### config.mk
export PLATFORM = sky130hd
export DESIGN_NAME = seq_signed_divider
export DESIGN_NICKNAME = d
export VERILOG_FILES = /design/src/rtl/seq_signed_divider.sv
export SDC_FILE = /design/constraint.sdc
export NUM_CORES = 1
export LEC_CHECK = 0
export CAP_MARGIN = 0
export CELL_PAD_IN_SITES_DETAIL_PLACEMENT = 0
export CELL_PAD_IN_SITES_GLOBAL_PLACEMENT = 1
export CORE_UTILIZATION = 40
export CTS_BUF_LIST = sky130_fd_sc_hd__clkbuf_8
export CTS_CLUSTER_DIAMETER = 40
export DETAILED_ROUTE_END_ITERATION = 6
export PLACE_DENSITY = 0.73
export SETUP_SLACK_MARGIN = 0.1
export SYNTH_ARGS = -nofsm -noshare
export SYNTH_HDL_FRONTEND = slang
export SYNTH_SLANG_ARGS = --single-unit
### constraint.sdc
create_clock -name clk -period 3.5 [get_ports clk]
set_clock_uncertainty 0.2 [all_clocks]
set_input_delay 0.7 -clock clk [delete_from_list [all_inputs] [get_ports clk]]
set_output_delay 0.7 -clock clk [all_outputs]
set_load 0.1 [all_outputs]
### src/rtl/seq_signed_divider.sv
// Iterative radix-2 restoring divider for two's-complement operands.
// One division per accepted start; result and flags are presented with a one-cycle done pulse.
module seq_signed_divider #(
    parameter int WIDTH = 32
) (
    input  logic             clk,
    input  logic             reset,
    input  logic             start,
    input  logic [WIDTH-1:0] A,
    input  logic [WIDTH-1:0] B,
    output logic             busy,
    output logic             done,
    output logic [WIDTH-1:0] quotient,
    output logic [WIDTH-1:0] remainder,
    output logic             div_zero,
    output logic             overflow
);

    typedef enum logic [1:0] {
        IDLE = 2'd0,
        RUN  = 2'd1,
        FIX  = 2'd2
    } state_t;

    localparam int CW = $clog2(WIDTH + 1);
    localparam logic [WIDTH-1:0] MIN_VAL = {1'b1, {(WIDTH-1){1'b0}}};

    state_t           state, next_state;
    logic [WIDTH:0]   p;
    logic [WIDTH-1:0] q;
    logic [WIDTH-1:0] abs_b;
    logic [CW-1:0]    count;
    logic             sign_q, sign_r;
    logic             flag_dz, flag_ov;

    logic [WIDTH-1:0] abs_a_in, abs_b_in;
    logic             is_dz, is_ov;
    logic [WIDTH:0]   p_sh;
    logic [WIDTH+1:0] trial;
    logic             trial_ok;

    // Magnitudes are unsigned, so the most negative operand maps cleanly onto 2^(WIDTH-1).
    assign abs_a_in = A[WIDTH-1] ? (~A + 1'b1) : A;
    assign abs_b_in = B[WIDTH-1] ? (~B + 1'b1) : B;
    assign is_dz    = (B == '0);
    assign is_ov    = (A == MIN_VAL) && (B == '1);

    assign p_sh     = {p[WIDTH-1:0], q[WIDTH-1]};
    assign trial    = {1'b0, p_sh} - {2'b00, abs_b};
    assign trial_ok = ~trial[WIDTH+1];

    assign busy = (state != IDLE);

    // NOTE: asynchronous reset belongs in the sensitivity list; state updates use <= so
    // every register samples the pre-edge values of the others.
    always_ff @(posedge clk or negedge reset) begin
        if (!reset) state <= IDLE;
        else        state <= next_state;
    end

    // NOTE: next_state gets a default before the case so no path leaves it unassigned,
    // which would otherwise infer a latch.
    always_comb begin
        next_state = state;
        case (state)
            IDLE: if (start) next_state = (is_dz || is_ov) ? FIX : RUN;
            RUN:  if (count == CW'(1)) next_state = FIX;
            FIX:  next_state = IDLE;
            default: next_state = IDLE;
        endcase
    end

    always_ff @(posedge clk or negedge reset) begin
        if (!reset) begin
            p         <= '0;
            q         <= '0;
            abs_b     <= '0;
            count     <= '0;
            sign_q    <= 1'b0;
            sign_r    <= 1'b0;
            flag_dz   <= 1'b0;
            flag_ov   <= 1'b0;
            done      <= 1'b0;
            quotient  <= '0;
            remainder <= '0;
            div_zero  <= 1'b0;
            overflow  <= 1'b0;
        end else begin
            done <= 1'b0;
            case (state)
                IDLE: begin
                    if (start) begin
                        abs_b   <= abs_b_in;
                        count   <= CW'(WIDTH);
                        flag_dz <= is_dz;
                        flag_ov <= is_ov;
                        // Special cases preload the final magnitudes so FIX handles them uniformly.
                        if (is_dz) begin
                            q      <= '1;
                            p      <= {1'b0, A};
                            sign_q <= 1'b0;
                            sign_r <= 1'b0;
                        end else if (is_ov) begin
                            q      <= MIN_VAL;
                            p      <= '0;
                            sign_q <= 1'b0;
                            sign_r <= 1'b0;
                        end else begin
                            q      <= abs_a_in;
                            p      <= '0;
                            sign_q <= A[WIDTH-1] ^ B[WIDTH-1];
                            sign_r <= A[WIDTH-1];
                        end
                    end
                end
                RUN: begin
                    p     <= trial_ok ? trial[WIDTH:0] : p_sh;
                    q     <= {q[WIDTH-2:0], trial_ok};
                    count <= count - 1'b1;
                end
                FIX: begin
                    quotient  <= sign_q ? (~q + 1'b1) : q;
                    remainder <= sign_r ? (~p[WIDTH-1:0] + 1'b1) : p[WIDTH-1:0];
                    div_zero  <= flag_dz;
                    overflow  <= flag_ov;
                    done      <= 1'b1;
                end
                default: ;
            endcase
        end
    end

endmodule

==> impl_metrics.json <==
{
  "status": "finished, final reports clean",
  "synth_compound_area_frac": 0.225,
  "timing.hold.ws_ns": 0.0340,
  "yosysMostFrequentCell": "nand2_1",
  "die_x_um": 172,
  "io_buffers": 134,
  "synth_area_per_cell_um2": 8.26,
  "overflow": 0,
  "ys_types": 59,
  "ir_drop_v": 0.000280,
  "synth_area_leaders": "dfrtp_1 (38%), o21ai_0 (8.1%), xor2_1 (7.7%)",
  "ant_nets": 0,
  "root_buffer": "clkbuf_8",
  "cts_hold_buf": 0,
  "max_slew.worst_pin.slew_ns": 1.09,
  "vias": 11400,
  "synth_flop_cell": "dfrtp_1",
  "start_util": 0.412,
  "rows": 61,
  "crit_type": "reg2reg",
  "power_mw": 9.19,
  "yosys.area_share.simple": 0.183,
  "fmax_mhz": 292,
  "synth_top_family_by_area": "compound AO/OA/AOI/OAI gates",
  "grt_pass1_vias": 10800,
  "die_y_um": 172,
  "grt_pass1_wl_um": 59800,
  "gp_congestion": 0.916,
  "track_usage": 0.265,
  "hpwl_um": 29500,
  "cts_buffers": 17,
  "syn-num-nets": 1512,
  "num_antenna_cells": 0,
  "hold_viol": 0,
  "slew_violations": 0,
  "final.period_utilization": 0.977,
  "final_nets": 1794,
  "fin_cells": 2078,
  "viasPerCell": 5.47,
  "synth_warnings": 0,
  "firstDrtPassIters": 5,
  "clk_pin_slew_ns": 0.12,
  "cap_violations": 0,
  "synth.area.mux_share": 0.0208,
  "ys_top_cells_by_count": "nand2_1 (208), o21ai_0 (189), dfrtp_1 (175)",
  "grt_max_degree": 74,
  "synth_top_cell_area_share": 0.377,
  "power_leakage_nw": 6.53,
  "slew_headroom": 0.271,
  "cp.arrival_ns": 3.57,
  "setup_viol": 0,
  "die_area_um2": 29700,
  "core_area_um2": 28200,
  "cts.sinks": 175,
  "ys_ff_latch": 175,
  "antenna_found_initial": 0,
  "grt_setup_unrepaired": "yes",
  "fin_crit_ns": 3.42,
  "layout-drive-gt1-share": 0.228,
  "drt_wl_total_um": 38200,
  "power-per-cell-area_nw_per_um2": 599,
  "cp_max_fo": 4,
  "netlist_area_um2": 11600,
  "drt_iter0_markers": 687,
  "critPathCaptureType": "register",
  "clk_latency_ns": 0.48,
  "htree_levels": 4,
  "yosysSeqAreaShare": 0.377,
  "syn_inst": 1405,
  "dp_cells": 2032,
  "critPathLaunchType": "register",
  "crit_required_ns": 3.65,
  "synthAdderAreaFrac": 0.0438,
  "cts_tree": "yes",
  "synth.largest_area_cell": "dfrtp_1",
  "drt-wirelength-per-cell_um": 18.4,
  "min_path_type": "in2async",
  "clockBufferDepth": 2,
  "synth-edff-count": 0,
  "ios": 135,
  "synth-xor-area-share": 0.108,
  "areaGrowthSynthToFinish_pct": 32.2,
  "route.detailed.drc": 0,
  "synthArstFlopShare": 1.00
}
-- critical path: stages (launching register included) --
cell and delay (ns):
dfrtp_1 0.43, inv_1 0.07, ha_1 0.15, nand2b_1 0.08
or4_4 0.42, or2_1 0.25, or4_4 0.46, or3_4 0.43
or3_4 0.39, o21ai_2 0.15, xor2_1 0.18, o21ai_0 0.09
-- final timing paths --
kind | start | end | slack, ns | cells after the start
max | q[1]$_DFFE_PN0P_ | quotient[28]$_DFFE_PN0P_ | 0.08 | 11
min | reset | quotient[9]$_DFFE_PN0P_ | 0.03 | 1
max reg2reg | q[1]$_DFFE_PN0P_ | quotient[28]$_DFFE_PN0P_ | 0.08 | 11
min reg2reg | abs_b[19]$_DFFE_PN0P_ | abs_b[19]$_DFFE_PN0P_ | 0.29 | 2
max in group asynchronous | reset | p[0]$_DFFE_PN0P_ | 2.29 | 2
min in group clk | abs_b[19]$_DFFE_PN0P_ | abs_b[19]$_DFFE_PN0P_ | 0.29 | 2
-- placed cells by master, fill, tap and decap left out, drive strengths merged, types with 8 or more instances in the layout --
| master | count |
|---|---|
| nor3 | 16 |
| inv | 59 |
| a21oi | 89 |
| or2 | 10 |
| nand2b | 12 |
| buf | 273 |
| clkbuf | 18 |
| xor2 | 102 |
| o22ai | 10 |
| ha | 39 |
| or4 | 15 |
| nor4 | 12 |
| nand3 | 21 |
| o21ai | 192 |
| nor2b | 15 |
| nor2 | 91 |
| o31ai | 38 |
| dfrtp | 175 |
| mux2i | 23 |
| xnor2 | 41 |
| or3 | 26 |
| clkdlybuf4s50 | 65 |
| a21o | 16 |
| nand4 | 15 |
| o41ai | 16 |
| and3 | 8 |
| nand2 | 208 |
| a31oi | 15 |
-- cell type report --
cell class                      count  area, µm²
Timing Repair Buffer              338       2810
Sequential cell                   175       4390
Fill cell                        2711      12800
Clock inverter                     14        148
Multi-Input combinational cell   1102       7080
Clock buffer                       18        248
Inverter                           53        199
Tap cell                          378        473
-- flip-flops by register name, indices dropped and copies added (netlist names) --
register   cells
sign_r         1
overflow       1
state          2
abs_b         32
flag_ov        1
remainder     32
sign_q         1
q             32
flag_dz        1
done           1
p             32
count          6
div_zero       1
quotient      32
-- repair_timing --
| item | CTS | global route |
|---|---|---|
| gates resized for setup | 12 | 68 |
| endpoints found under the setup margin | 12 | 50 |
| buffers inserted | 2 | 12 |
| pin swaps | 0 | 13 |
-- where the power goes --
part | internal, mW | switching (mW) | total (mW)
registers | 2.40 | 0.503 | 2.90
clock network | 0.551 | 0.905 | 1.46
logic | 2.32 | 2.51 | 4.83
-- kinds of logic after synthesis --
group                    after synthesis
buffers and inverters                128
flip-flops                           175
XOR/XNOR                             143
adder cells (fa/ha/maj)               40
AND/OR/NAND/NOR                      460
multiplexers                          24
AO/OA/AOI/OAI                        435
-- per-stage QoR --
stage | setup WS [ns] | util | setup TNS, ns | cell area (µm²)
2_1_floorplan | 0.228 | - | 0 | 11600
3_3_place_gp | -0.217 | 0.516 | -2.51 | 14500
3_5_place_dp | -0.288 | 0.516 | -4.35 | 14500
4_1_cts | 0.0702 | 0.531 | 0 | 15000
5_1_grt | -0.0380 | 0.545 | -0.0380 | 15300
6_report | 0.0795 | 0.545 | 0 | 15300
-- per-layer routing --
metal / vias up / routed length [µm] / track usage
met2: 364 / 17300 / 0.418
met1: 5396 / 17700 / 0.376
met3: 48 / 2220 / 0.0309
met4: 0 / 979 / 0.0812
li1: 5569 / - / -
met5: - / 0 / 0
No activity file was read; power rests on OpenSTA's default activity.
